--- config.mk ---
export PLATFORM = sky130hd
export DESIGN_NAME = uart_wb_bridge
export DESIGN_NICKNAME = d
export VERILOG_FILES = /design/src/rtl/uart_wb_bridge.sv
export SDC_FILE = /design/constraint.sdc
export NUM_CORES = 1
export LEC_CHECK = 0
export BUFFER_PORTS_ARGS = -buffer_cell sky130_fd_sc_hd__clkbuf_2
export CAP_MARGIN = 20
export CORE_AREA = 2 2 117 119
export CTS_CLUSTER_SIZE = 25
export DETAILED_ROUTE_END_ITERATION = 8
export DIE_AREA = 0 0 119 121
export PLACE_DENSITY = 0.91
export SLEW_MARGIN = 20
export SYNTH_ARGS = -nofsm -noshare
export SYNTH_HDL_FRONTEND = slang
export SYNTH_SLANG_ARGS = --single-unit
--- constraint.sdc ---
create_clock -name clk -period 2.9 [get_ports clk]
set_clock_uncertainty 0.05 [all_clocks]
set_input_delay 0.29 -clock clk [delete_from_list [all_inputs] [get_ports clk]]
set_output_delay 0.29 -clock clk [all_outputs]
set_load 0.005 [all_outputs]
--- src/rtl/uart_wb_bridge.sv ---
`default_nettype none
// ============================================================================
// uart_wb_bridge : host-driven Wishbone initiator over a UART 8N1 link.
// Optional ack timeout via `define UART_WB_BRIDGE_TIMEOUT_EN.  Rev 1.0
// ============================================================================
module uart_wb_bridge #(
  parameter int CLK_FREQ   = 50_000_000,
  parameter int BAUD       = 115200,
  parameter int WB_TIMEOUT = 255
) (
  input  logic        clk,
  input  logic        rst_n,
  input  logic        uart_rx,
  output logic        uart_tx,
  output logic        wb_cyc,
  output logic        wb_stb,
  output logic        wb_we,
  output logic [31:0] wb_addr,
  output logic [31:0] wb_dat_o,
  output logic [3:0]  wb_sel,
  input  logic [31:0] wb_dat_i,
  input  logic        wb_ack,
  output logic        busy
);

  localparam logic [15:0] c_baud_div = 16'(CLK_FREQ / BAUD);
  localparam logic [15:0] c_half_div = 16'(CLK_FREQ / BAUD / 2);
`ifdef UART_WB_BRIDGE_TIMEOUT_EN
  localparam logic [15:0] c_to_last  = 16'(WB_TIMEOUT - 1);
`endif

  typedef enum logic [1:0] {RX_IDLE, RX_START, RX_DATA, RX_STOP} rx_state_t;
  typedef enum logic [2:0] {ST_IDLE, ST_ADDR, ST_DATA, ST_BUS, ST_RESP} st_t;

  rx_state_t   r_rx_state;
  logic        r_rx_meta, r_rx_sync;
  logic [15:0] r_rx_cnt;
  logic [2:0]  r_rx_bit;
  logic [7:0]  r_rx_shift;
  logic        r_rx_valid, r_rx_ferr;

  st_t         r_state;
  logic [1:0]  r_byte_cnt;
  logic        r_we, r_cyc, r_busy, r_tx;
  logic [3:0]  r_sel;
  logic [31:0] r_addr, r_wdat, r_resp;
  logic [1:0]  r_tx_left;
  logic [3:0]  r_tx_bit;
  logic [15:0] r_tx_cnt;
`ifdef UART_WB_BRIDGE_TIMEOUT_EN
  logic [15:0] r_to_cnt;
`endif

  logic [7:0]  w_tx_byte;
  logic [2:0]  w_tx_idx;
  logic        w_tx_val;

  always_ff @(posedge clk or negedge rst_n) begin
    if (!rst_n) begin
      r_rx_meta  <= 1'b1;
      r_rx_sync  <= 1'b1;
      r_rx_state <= RX_IDLE;
      r_rx_cnt   <= '0;
      r_rx_bit   <= '0;
      r_rx_shift <= '0;
      r_rx_valid <= 1'b0;
      r_rx_ferr  <= 1'b0;
    end else begin
      r_rx_meta  <= uart_rx;
      r_rx_sync  <= r_rx_meta;
      r_rx_valid <= 1'b0;
      r_rx_ferr  <= 1'b0;
      case (r_rx_state)
        RX_IDLE: begin
          r_rx_cnt <= '0;
          if (!r_rx_sync) r_rx_state <= RX_START;
        end
        RX_START: begin
          if (r_rx_cnt == c_half_div - 16'd1) begin
            r_rx_cnt   <= '0;
            r_rx_bit   <= '0;
            r_rx_state <= r_rx_sync ? RX_IDLE : RX_DATA;
          end else begin
            r_rx_cnt <= r_rx_cnt + 16'd1;
          end
        end
        RX_DATA: begin
          if (r_rx_cnt == c_baud_div - 16'd1) begin
            r_rx_cnt   <= '0;
            r_rx_shift <= {r_rx_sync, r_rx_shift[7:1]};
            r_rx_bit   <= r_rx_bit + 3'd1;
            if (r_rx_bit == 3'd7) r_rx_state <= RX_STOP;
          end else begin
            r_rx_cnt <= r_rx_cnt + 16'd1;
          end
        end
        RX_STOP: begin
          if (r_rx_cnt == c_baud_div - 16'd1) begin
            r_rx_cnt   <= '0;
            r_rx_state <= RX_IDLE;
            r_rx_valid <= r_rx_sync;
            r_rx_ferr  <= ~r_rx_sync;
          end else begin
            r_rx_cnt <= r_rx_cnt + 16'd1;
          end
        end
        default: r_rx_state <= RX_IDLE;
      endcase
    end
  end

  // Bit index 0 is the start bit, 1..8 data LSB first, 9 the stop bit.
  assign w_tx_byte = r_resp[31:24];
  always_comb begin
    w_tx_idx = 3'(r_tx_bit - 4'd1);
    w_tx_val = 1'b1;
    if (r_tx_bit == 4'd0)      w_tx_val = 1'b0;
    else if (r_tx_bit <= 4'd8) w_tx_val = w_tx_byte[w_tx_idx];
  end

  always_ff @(posedge clk or negedge rst_n) begin
    if (!rst_n) begin
      r_state    <= ST_IDLE;
      r_byte_cnt <= '0;
      r_we       <= 1'b0;
      r_cyc      <= 1'b0;
      r_sel      <= '0;
      r_busy     <= 1'b0;
      r_tx       <= 1'b1;
      r_addr     <= '0;
      r_wdat     <= '0;
      r_resp     <= '0;
      r_tx_left  <= '0;
      r_tx_bit   <= '0;
      r_tx_cnt   <= '0;
`ifdef UART_WB_BRIDGE_TIMEOUT_EN
      r_to_cnt   <= '0;
`endif
    end else begin
      case (r_state)
        ST_IDLE: begin
          if (r_rx_valid && (r_rx_shift == 8'h52 || r_rx_shift == 8'h57)) begin
            r_we       <= (r_rx_shift == 8'h57);
            r_byte_cnt <= '0;
            r_busy     <= 1'b1;
            r_state    <= ST_ADDR;
          end
        end
        ST_ADDR: begin
          if (r_rx_ferr) begin
            r_state <= ST_IDLE;
            r_busy  <= 1'b0;
          end else if (r_rx_valid) begin
            r_addr     <= {r_addr[23:0], r_rx_shift};
            r_byte_cnt <= r_byte_cnt + 2'd1;
            if (r_byte_cnt == 2'd3) begin
              if (r_we) begin
                r_state <= ST_DATA;
              end else begin
                r_state <= ST_BUS;
                r_cyc   <= 1'b1;
                r_sel   <= 4'hF;
              end
            end
          end
        end
        ST_DATA: begin
          if (r_rx_ferr) begin
            r_state <= ST_IDLE;
            r_busy  <= 1'b0;
          end else if (r_rx_valid) begin
            r_wdat     <= {r_wdat[23:0], r_rx_shift};
            r_byte_cnt <= r_byte_cnt + 2'd1;
            if (r_byte_cnt == 2'd3) begin
              r_state <= ST_BUS;
              r_cyc   <= 1'b1;
              r_sel   <= 4'hF;
            end
          end
        end
        ST_BUS: begin
          if (wb_ack) begin
            r_cyc     <= 1'b0;
            r_sel     <= '0;
            r_resp    <= r_we ? {8'h4B, 24'h0} : wb_dat_i;
            r_tx_left <= r_we ? 2'd0 : 2'd3;
            r_tx_bit  <= '0;
            r_tx_cnt  <= '0;
            r_state   <= ST_RESP;
`ifdef UART_WB_BRIDGE_TIMEOUT_EN
            r_to_cnt  <= '0;
          end else if (r_to_cnt == c_to_last) begin
            r_cyc     <= 1'b0;
            r_sel     <= '0;
            r_resp    <= {8'h45, 24'h0};
            r_tx_left <= 2'd0;
            r_tx_bit  <= '0;
            r_tx_cnt  <= '0;
            r_to_cnt  <= '0;
            r_state   <= ST_RESP;
          end else begin
            r_to_cnt <= r_to_cnt + 16'd1;
`endif
          end
        end
        ST_RESP: begin
          // r_tx_cnt counts down the cycles left in the bit currently on the line.
          if (r_tx_cnt != 16'd0) begin
            r_tx_cnt <= r_tx_cnt - 16'd1;
          end else if (r_tx_bit == 4'd10) begin
            if (r_tx_left != 2'd0) begin
              r_tx_left <= r_tx_left - 2'd1;
              r_resp    <= {r_resp[23:0], 8'h00};
              r_tx      <= 1'b0;
              r_tx_bit  <= 4'd1;
              r_tx_cnt  <= c_baud_div - 16'd1;
            end else begin
              r_tx_bit <= '0;
              r_busy   <= 1'b0;
              r_state  <= ST_IDLE;
            end
          end else begin
            r_tx     <= w_tx_val;
            r_tx_bit <= r_tx_bit + 4'd1;
            r_tx_cnt <= c_baud_div - 16'd1;
          end
        end
        default: r_state <= ST_IDLE;
      endcase
    end
  end

  assign uart_tx  = r_tx;
  assign wb_cyc   = r_cyc;
  assign wb_stb   = r_cyc;
  assign wb_we    = r_we;
  assign wb_addr  = r_addr;
  assign wb_dat_o = r_wdat;
  assign wb_sel   = r_sel;
  assign busy     = r_busy;

endmodule
`default_nettype wire

==> impl_metrics.env, run 1 <==
export IMPL_clkLatencyLatePin_ns=0.42
export IMPL_synth_top_area_share=0.532
export IMPL_initial_core_util=0.564
export IMPL_max_slew_worst_pin_slew_ns=0.907
export IMPL_avgSynthCellArea_um2=11.4
export IMPL_synth_top_family_by_area="simple AND/OR/NAND/NOR gates"
export IMPL_die_w_um=119
export IMPL_slowest_delay_ns=0.65
export IMPL_start_kind="register"
export IMPL_reg2regPathDepth=5
export IMPL_grt_pass1_vias=5329
export IMPL_core_area_um2=13100
export IMPL_hp_class="input port to register"
export IMPL_finalCritPeriodShare=0.912
export IMPL_cpMostUsedCell="or4_1"
export IMPL_gp_congestion=0.893
export IMPL_vdd_ir_drop_worst_uv=384
export IMPL_cts_buffers=17
export IMPL_async_flop_share=1.00
export IMPL_yosysUniqueCellTypes=59
export IMPL_via_count=5549
export IMPL_synth_adder_area_share=0.0237
export IMPL_regArea_um2=4010
export IMPL_crit_arrival_ns=2.90
export IMPL_critPathKind="register to register"
export IMPL_rows=42
export IMPL_crit_path_top_delay_cell="or4_1"
export IMPL_dp_hpwl_um=10700
export IMPL_post_cts_buffers=0
export IMPL_rsz0062_at_grt="no"
export IMPL_fillCellCount=937
export IMPL_cap_violations=0
export IMPL_drtPass1Iterations=5
export IMPL_insertedDiodeCount=0
export IMPL_status="finished, final reports clean"
export IMPL_drive_gt1_frac=0.316
export IMPL_yosysWarnings=0
export IMPL_multiInputGateArea_um2=3160
export IMPL_synth_compound_area_share=0.123
export IMPL_cts_tree="built"
export IMPL_ctsHtreeMaxLevel=4
export IMPL_wl_per_cell_um=17.0
export IMPL_slew_headroom=0.391
export IMPL_vias_per_cell=5.89
export IMPL_overflow=0
export IMPL_yosys_most_used_dff="dfrtp_1"
export IMPL_syn2layout_area_growth_pct=17.6
export IMPL_cp_cell_sequence="or4_1 > or4_4 > or4_1 > and3_1 > a211o_1"
export IMPL_post_route_util=0.664
export IMPL_ctsRootBufferMaster="clkbuf_16"
export IMPL_die_y_um=121
export IMPL_syn_inst=649
export IMPL_io_buffers=108
export IMPL_timing_fmax_mhz=378
export IMPL_drt_total_wl_um=16000
export IMPL_leakagePower_nw=4.34
export IMPL_required_ns=3.15
export IMPL_clock_path_buffers=2
export IMPL_synth_simple_area_share=0.136
export IMPL_synth_area_top_cells="dfrtp_1 (53%), mux2_2 (12%), o21ai_0 (3.9%), nor3b_1 (2.5%), ha_1 (2.4%)"
export IMPL_ys_ff_latch=160
export IMPL_grtUsageTotal=0.231
export IMPL_hold_viol_final=0
export IMPL_muxShareOfSynthArea=0.123
export IMPL_fin_nets=804
export IMPL_setup_viol=0
export IMPL_setup_worst_path_end_class="register"
export IMPL_synth_edff_count=0
export IMPL_grt_first_pass_wirelength_um=26400
export IMPL_drtAntennaViolNets=0
export IMPL_p_per_area_nw_per_um2=634
export IMPL_crit_fanout=7
export IMPL_drc_errors=0
export IMPL_cts_hold_repair_buffers=2
export IMPL_antenna_found_initial=0
export IMPL_post_route_min_period_ns=2.64
export IMPL_drt_iter0_drc=504
export IMPL_boundaryPins=109
export IMPL_yosysSeqAreaShare=0.543
export IMPL_synth_xor_area_frac=0.0213
export IMPL_synth_fp_nets=699
export IMPL_fin_tns_setup_ns=0
export IMPL_numClockSinks=160
export IMPL_grt_max_degree=65
export IMPL_clk_pin_slew_ns=0.07
export IMPL_min_path_cells=2
export IMPL_final_max_slew_viol_count=0
export IMPL_synth_top_area_cell="dfrtp_1"
export IMPL_ctsResizeCount=0
export IMPL_die_area_um2=14400
export IMPL_synth_area_um2=7390
==> cell type report <==
| cell class | instances | share of cell area |
|---|---|---|
| clock inverters | 11 | 0.0107 |
| flip-flops and latches | 160 | 0.461 |
| repair buffers | 126 | 0.0805 |
| well taps | 176 | 0.0253 |
| clock buffers | 20 | 0.0526 |
| multi-input cells | 436 | 0.364 |
| inverters | 13 | 0.00562 |
==> metrics by stage <==
step | hold WS (ns) | cells | power [mW] | setup slack, ns | cell area [um^2]
after floorplan | -0.0556 | 649 | 3.20 | 0.360 | 7390
after global placement | 0.276 | 909 | 3.40 | 0.312 | 8120
after detailed placement | 0.272 | 909 | 3.45 | 0.285 | 8120
after CTS | 0.0269 | 942 | 5.53 | 0.263 | 8690
after global routing | 0.0230 | 942 | 5.78 | 0.131 | 8690
final | 0.0365 | 942 | 5.51 | 0.256 | 8690
==> layout by cell type, fill, tap and decap left out, types with 5 or more instances in the layout <==
master,count
mux2_2,77
a22o_1,17
clkbuf_16,17
nor4_1,5
a21o_1,6
nor3b_1,24
nand2b_1,6
or4_1,7
and3_1,5
nor2_1,41
inv_1,13
o21ai_0,58
ha_1,14
nand2_1,20
o22ai_1,6
inv_6,7
dfrtp_1,157
a21oi_1,34
nor3_1,23
buf_4,15
clkbuf_2,107
nand3_1,14
xor2_1,14
==> worst max-delay path, delay by kind of cell, from the launching register on <==
kind            cells  cell delay [ns]
simple gates        4             1.82
flops               1             0.41
compound gates      1             0.25
==> sequential cells by signal, summed over array words and instances, names as in the netlist, 2 cells and up, named ones only <==
signal	flops
r_byte_cnt	2
r_resp	32
r_rx_bit	3
r_rx_cnt	16
r_rx_shift	8
r_state	3
r_tx_bit	4
r_tx_cnt	16
r_tx_left	2
wb_addr	32
wb_dat_o	32
==> power by group <==
group	leakage (nW)	internal, mW	switching [mW]
Combinational	1.91	0.363	0.416
Sequential	2.17	2.45	0.205
Clock	0.267	1.16	0.915
Total	4.34	3.97	1.54
==> synth_stat cells (5+ instances only) <==
cell	count
nor2_1	41
ha_1	14
inv_1	13
buf_4	5
or4_1	7
nand2b_1	6
a21oi_1	34
o22ai_1	6
nor4_1	5
nor3b_1	25
nand3_1	14
o21ai_0	58
dfrtp_1	157
mux2_2	77
xor2_1	14
a22o_1	17
nand2_1	20
and3_1	5
nor3_1	23
a21o_1	6
clkbuf_1	31
==> path summary, 6_finish.rpt <==
path / slack (ns) / startpoint / endpoint
setup / recovery: 0.26 / r_tx_cnt[8]$_DFFE_PN0P_ / r_tx_cnt[15]$_DFFE_PN0P_
hold / removal: 0.04 / wb_dat_i[7] / r_resp[7]$_DFFE_PN0P_
setup reg to reg: 0.26 / r_tx_cnt[8]$_DFFE_PN0P_ / r_tx_cnt[15]$_DFFE_PN0P_
hold reg to reg: 0.31 / r_rx_meta$_DFF_PN1_ / r_rx_sync$_DFF_PN1_
max in group asynchronous: 1.68 / rst_n / wb_dat_o[17]$_DFFE_PN0P_
min in group asynchronous: 0.38 / rst_n / wb_dat_o[24]$_DFFE_PN0P_
==> per-layer routing <==
metal / GRT usage / part of all wire
met3: 0.0522 / 0.040
met2: 0.387 / 0.51
met4: 0.0871 / 0.023
met5: 0 / 0
met1: 0.296 / 0.42
==> logic make-up after synthesis <==
| logic type | count (synthesis) |
|---|---|
| buf+inv | 53 |
| xor+xnor | 18 |
| simple gates | 177 |
| mux | 79 |
| fa+ha+maj | 14 |
| flops | 160 |
| compound gates | 148 |
Power figures use the tool's default switching activity.
==> inputs of run 2 (changes only) <==
--- a/config.mk
+++ b/config.mk
@@ -11,6 +11,7 @@
 export CTS_CLUSTER_SIZE = 25
 export DETAILED_ROUTE_END_ITERATION = 8
 export DIE_AREA = 0 0 119 121
+export GPL_TIMING_DRIVEN = 0
 export PLACE_DENSITY = 0.91
 export SLEW_MARGIN = 20
 export SYNTH_ARGS = -nofsm -noshare
==> run 2 against run 1 <==
Critical path depth is 4 higher. Fmax is 3.1% lower. Sequential power hardly changed. Non-clock buffer count is 27 higher. Worst setup slack worse by 0.084 ns. Clock-buffer cell count is 3 lower. Worst hold slack better by 0.0029 ns. Final area is 1.8% higher. Largest cell class unchanged. Highest routed layer unchanged.
==> impl_metrics.env, run 2 (synthesized netlist as in run 1, its figures left out) <==
export IMPL_switching_share=0.273
export IMPL_required_ns=3.14
export IMPL_fin_nets=831
export IMPL_clk_pin_slew_ns=0.06
export IMPL_cts_buffers=17
export IMPL_io_buffers=108
export IMPL_initial_core_util=0.564
export IMPL_status="finished, final reports clean"
export IMPL_drt_total_wl_um=17000
export IMPL_grt_max_degree=83
export IMPL_finalCritPeriodShare=0.941
export IMPL_final_max_slew_viol_count=0
export IMPL_holdWs_ns=0.0394
export IMPL_pre_cts_slack_ns=-0.0838
export IMPL_drtAntennaViolNets=0
export IMPL_hold_viol_final=0
export IMPL_drt_iter0_drc=541
export IMPL_crit_arrival_ns=2.97
export IMPL_timing_fmax_mhz=367
export IMPL_clock_path_buffers=2
export IMPL_post_route_min_period_ns=2.73
export IMPL_fin_ws_ns=0.172
export IMPL_drc_errors=0
export IMPL_dr_wl_met2_um=8760
export IMPL_ctsHtreeMaxLevel=4
export IMPL_highest_layer="met4"
export IMPL_p_per_area_nw_per_um2=651
export IMPL_cap_violations=0
export IMPL_placed_area_um2=8180
export IMPL_wl_met3_um=793
export IMPL_insertedDiodeCount=0
export IMPL_slew_headroom=0.377
export IMPL_fin_area_um2=8840
export IMPL_max_slew_worst_pin_slew_ns=0.927
export IMPL_p_int_mw=4.19
export IMPL_gp_congestion=0.881
export IMPL_comb_power_share=0.141
export IMPL_vdd_ir_drop_worst_uv=517
export IMPL_switchingPower_mw=1.57
export IMPL_hp_class="input port to register"
export IMPL_core_area_um2=13100
export IMPL_die_w_um=119
export IMPL_setup_viol=0
export IMPL_ctsRootBufferMaster="clkbuf_16"
export IMPL_grt_pass1_vias=5683
export IMPL_crit_fanout=10
export IMPL_boundaryPins=109
export IMPL_rows=42
export IMPL_final_cell_mix="dfrtp_1 (157), clkbuf_2 (107), mux2_2 (77), o21ai_0 (58), nor2_1 (41)"
export IMPL_grt_first_pass_wirelength_um=28300
export IMPL_dp_hpwl_um=11700
export IMPL_clkLatencyLatePin_ns=0.43
export IMPL_die_y_um=121
export IMPL_drtPass1Iterations=5
export IMPL_rsz0062_at_grt="no"
export IMPL_die_area_um2=14400
export IMPL_via_count=5743
export IMPL_vias_per_cell=5.93
export IMPL_syn2layout_area_growth_pct=19.7
export IMPL_critPathKind="register to register"
export IMPL_final_common_cell="dfrtp_1"
export IMPL_setup_worst_path_end_class="register"
export IMPL_drive_gt1_frac=0.301
export IMPL_start_kind="register"
export IMPL_grtUsageTotal=0.248
export IMPL_numClockSinks=160
export IMPL_leakagePower_nw=4.39
export IMPL_overflow=0
export IMPL_wl_per_cell_um=17.6
export IMPL_antenna_found_initial=0
export IMPL_wl_met1_um=6950
export IMPL_clockPowerShare=0.400
export IMPL_seqPwrFrac=0.459
export IMPL_cts_tree="built"
run 2: cell types whose count changed in the layout (fill, tap and decap cells not counted), moves of 3 or more:
| cell | before | now |
|---|---|---|
| clkbuf_1 | 1 | 31 |
| buf_4 | 15 | 7 |
| inv_6 | 7 | 2 |
| clkinv_4 | 0 | 4 |
| buf_2 | 0 | 3 |
| bufinv_16 | 0 | 3 |
run 2: through the flow:
step / TNS [ns] / total power [mW] / instances / utilization
after floorplan: 0 / 3.20 / 649 / -
after global placement: -196.55 / 3.41 / 933 / 0.623
after detailed placement: -0.499 / 3.47 / 934 / 0.625
after CTS: 0 / 5.77 / 967 / 0.674
after global routing: 0 / 6.02 / 969 / 0.676
final: 0 / 5.76 / 969 / 0.676
run 2: what timing repair did:
item                                    4_1_cts  5_1_grt
hold buffers                                  2        0
gates resized for setup                       1        1
pin swaps                                     0        0
endpoints found under the setup margin       11       32
hold endpoints to repair                     80        0
setup buffers                                 0        2
run 2: path summary, 6_finish.rpt:
kind                                               from                       end  slack, ns  cells after the start
max in group asynchronous                         rst_n       uart_tx$_DFFE_PN1P_       1.57                      3
worst max register to register  r_tx_cnt[6]$_DFFE_PN0P_    r_resp[19]$_DFFE_PN0P_       0.17                      9
worst min-delay path                        wb_dat_i[5]     r_resp[5]$_DFFE_PN0P_       0.04                      2
worst max-delay path            r_tx_cnt[6]$_DFFE_PN0P_    r_resp[19]$_DFFE_PN0P_       0.17                      9
min in group asynchronous                         rst_n  wb_dat_o[26]$_DFFE_PN0P_       0.41                      2
worst min register to register      r_rx_meta$_DFF_PN1_       r_rx_sync$_DFF_PN1_       0.31                      0
run 2: cell type report:
type                       instances  area [um^2]
fill                             906         4240
multi-input combinational        436         3170
sequential                       160         4010
clock inverter                    14          183
inverter                          13         48.8
timing repair buffer             113          612
buffer                            40          173
clock buffer                      17          425
tap                              176          220
run 2: power by group through the flow:
stage | sequential, mW | combinational, mW | clock [mW]
CTS | 2.64 | 0.804 | 2.33
detailed placement | 2.68 | 0.790 | 0
global placement | 2.66 | 0.747 | 0
finish | 2.64 | 0.812 | 2.30
floorplan | 2.62 | 0.585 | 0
global route | 2.67 | 0.908 | 2.44
run 2: routing by layer:
metal	vias up	global-route usage
li1	2643	-
met1	2857	0.314
met2	198	0.410
met3	45	0.0531
met4	0	0.113
met5	-	0
run 2: critical path, cell delays in order (launching register included):
cell and delay (ns):
dfrtp_1 0.36, buf_2 0.16, or4_1 0.40, buf_2 0.17, and4b_1 0.24, clkbuf_1 0.32, a21oi_1 0.28, clkbuf_1 0.29
o21ai_0 0.21, o21ai_0 0.12
==> inputs of run 3 (changes only) <==
==> config.mk (replaced) <==
export PLATFORM = sky130hd
export DESIGN_NAME = uart_wb_bridge
export DESIGN_NICKNAME = d
export VERILOG_FILES = /design/src/rtl/uart_wb_bridge.sv
export SDC_FILE = /design/constraint.sdc
export NUM_CORES = 1
export LEC_CHECK = 0
export CAP_MARGIN = 20
export CORE_AREA = 2 2 112 114
export CTS_CLUSTER_SIZE = 25
export DETAILED_ROUTE_END_ITERATION = 8
export DIE_AREA = 0 0 114 116
export DONT_BUFFER_PORTS = 1
export GPL_TIMING_DRIVEN = 0
export PLACE_DENSITY = 0.89
export SLEW_MARGIN = 20
export SYNTH_ARGS = -nofsm -noshare
export SYNTH_HDL_FRONTEND = slang
export SYNTH_SLANG_ARGS = --single-unit
==> run 3 against run 2 <==
The run now ends with hold timing left. Die area shrank 8.2%. Highest routed layer unchanged. Combinational power is 6.9% lower. Sequential share of layout area is 2.9 points higher. Wire length increased by 0.55%. First-iteration DRC count shrank 7.6%. Critical path depth is 3 lower. Global-route usage up 2.2 points. Register-to-register slack about the same. Clock power grew 3%. Cell count fell by 14%. Via count is 3.5% lower.
==> impl_metrics.env, run 3 (synthesized netlist as in run 1, its figures left out) <==
export IMPL_status="finished with violations"
export IMPL_violations="hold timing"
export IMPL_die_w_um=114
export IMPL_cts_hold_repair_buffers=9
export IMPL_drive_gt1_frac=0.187
export IMPL_vias_per_cell=6.61
export IMPL_slowest_delay_ns=0.54
export IMPL_dp_hpwl_um=11200
export IMPL_cts_tree="built"
export IMPL_post_route_util=0.698
export IMPL_via_count=5541
export IMPL_crit_fanout=7
export IMPL_wl_per_cell_um=20.4
export IMPL_clock_path_buffers=2
export IMPL_holdWs_ns=-0.496
export IMPL_max_slew_worst_pin_slew_ns=0.949
export IMPL_timing_fmax_mhz=366
export IMPL_io_buffers=0
export IMPL_die_y_um=116
export IMPL_grt_first_pass_wirelength_um=27800
export IMPL_initial_core_util=0.620
export IMPL_cpMostUsedCell="or4_1"
export IMPL_leakagePower_nw=3.92
export IMPL_grt_max_degree=161
export IMPL_drtAntennaViolNets=0
export IMPL_grtUsageTotal=0.270
export IMPL_comb_power_share=0.131
export IMPL_fin_tns_setup_ns=0
export IMPL_setup_worst_path_end_class="register"
export IMPL_setup_viol=0
export IMPL_post_route_min_period_ns=2.73
export IMPL_finalCritPeriodShare=0.942
export IMPL_slew_headroom=0.362
export IMPL_cts_buffers=17
export IMPL_ctsRootBufferMaster="clkbuf_16"
export IMPL_final_max_slew_viol_count=0
export IMPL_core_area_um2=11900
export IMPL_instances_no_fill=838
export IMPL_final_common_cell="dfrtp_1"
export IMPL_overflow=0
export IMPL_critPathKind="register to register"
export IMPL_hp_class="input port to async pin"
export IMPL_switchingPower_mw=1.51
export IMPL_gp_congestion=0.943
export IMPL_crit_path_top_delay_cell="or4_1"
export IMPL_p_per_area_nw_per_um2=696
export IMPL_cp_cell_sequence="or4_1 > buf_2 > or4_4 > or4_1 > and3_1 > a211o_1"
export IMPL_drc_errors=0
export IMPL_dp_cells=796
export IMPL_antenna_found_initial=0
export IMPL_ctsHtreeMaxLevel=4
export IMPL_clkLatencyLatePin_ns=0.43
export IMPL_drt_iter0_drc=500
export IMPL_switching_share=0.261
export IMPL_grt_pass1_vias=5492
export IMPL_seqPwrFrac=0.458
export IMPL_die_area_um2=13200
export IMPL_fin_nets=727
export IMPL_rsz0062_at_grt="no"
export IMPL_final_cell_mix="dfrtp_1 (157), mux2_2 (77), o21ai_0 (58), nor2_1 (41), a21oi_1 (34)"
export IMPL_finalPower_mw=5.78
export IMPL_boundaryPins=109
export IMPL_clockPowerShare=0.411
export IMPL_drtPass1Iterations=5
export IMPL_required_ns=3.16
export IMPL_vdd_ir_drop_worst_uv=461
export IMPL_p_int_mw=4.28
export IMPL_syn2layout_area_growth_pct=12.6
export IMPL_hold_viol_final=160
export IMPL_crit_arrival_ns=2.99
export IMPL_clk_pin_slew_ns=0.06
export IMPL_start_kind="register"
export IMPL_drt_total_wl_um=17100
export IMPL_numClockSinks=160
export IMPL_cap_violations=0
export IMPL_rows=40
## run 3: area by class of cell
type	instances	area, um^2
repair buffers	11	105
flip-flops and latches	160	4010
diodes	1	2.50
fillers	767	3600
inverters	13	48.8
clock inverters	11	176
well taps	147	184
clock buffers	21	450
plain buffers	38	165
multi-input cells	436	3170
## run 3: critical path, delay by kind of cell, from the launching register on
family | cells | cell delay (ns)
AND/OR/NAND/NOR | 4 | 1.71
flip-flops | 1 | 0.42
AO/OA/AOI/OAI | 1 | 0.26
buffers and inverters | 1 | 0.18
## run 3: per-stage QoR
stage	area [um^2]	hold WS, ns	setup slack (ns)
4_1_cts	8300	-0.504	0.0604
3_3_place_gp	7570	-0.0487	0.0111
6_report	8310	-0.496	0.167
5_1_grt	8310	-0.513	0.0233
3_5_place_dp	7570	-0.0483	-0.0885
2_1_floorplan	7390	-0.0556	0.360
## run 3: what timing repair did
action | in CTS | in global routing
endpoints found under the hold margin | 169 | 160
resized for setup | 2 | 2
buffers inserted | 0 | 2
endpoints found under the setup margin | 32 | 34
## run 3: path summary, 6_finish.rpt
check,start,end,slack (ns),cells past startpoint
worst max-delay path,r_tx_cnt[8]$_DFFE_PN0P_,r_tx_cnt[15]$_DFFE_PN0P_,0.17,6
worst min-delay path,rst_n,wb_dat_o[30]$_DFFE_PN0P_,-0.50,0
worst max register to register,r_tx_cnt[8]$_DFFE_PN0P_,r_tx_cnt[15]$_DFFE_PN0P_,0.17,6
worst min register to register,r_rx_meta$_DFF_PN1_,r_rx_sync$_DFF_PN1_,0.31,0
max in group asynchronous,rst_n,r_rx_sync$_DFF_PN1_,3.06,0
min in group clk,wb_dat_i[31],r_resp[31]$_DFFE_PN0P_,0.15,3
## run 3: routing by layer
layer	vias to the layer above	GRT usage	share of wire
met4	0	0.108	0.026
li1	2432	-	-
met2	246	0.454	0.52
met3	51	0.0737	0.061
met1	2812	0.334	0.39
met5	-	0	0
## run 3: power by group through the flow
stage	sequential [mW]	combinational, mW	clock (mW)
finish	2.65	0.756	2.38
floorplan	2.62	0.585	0
detailed placement	2.68	0.717	0
global route	2.68	0.837	2.51
CTS	2.64	0.740	2.39
global placement	2.66	0.667	0
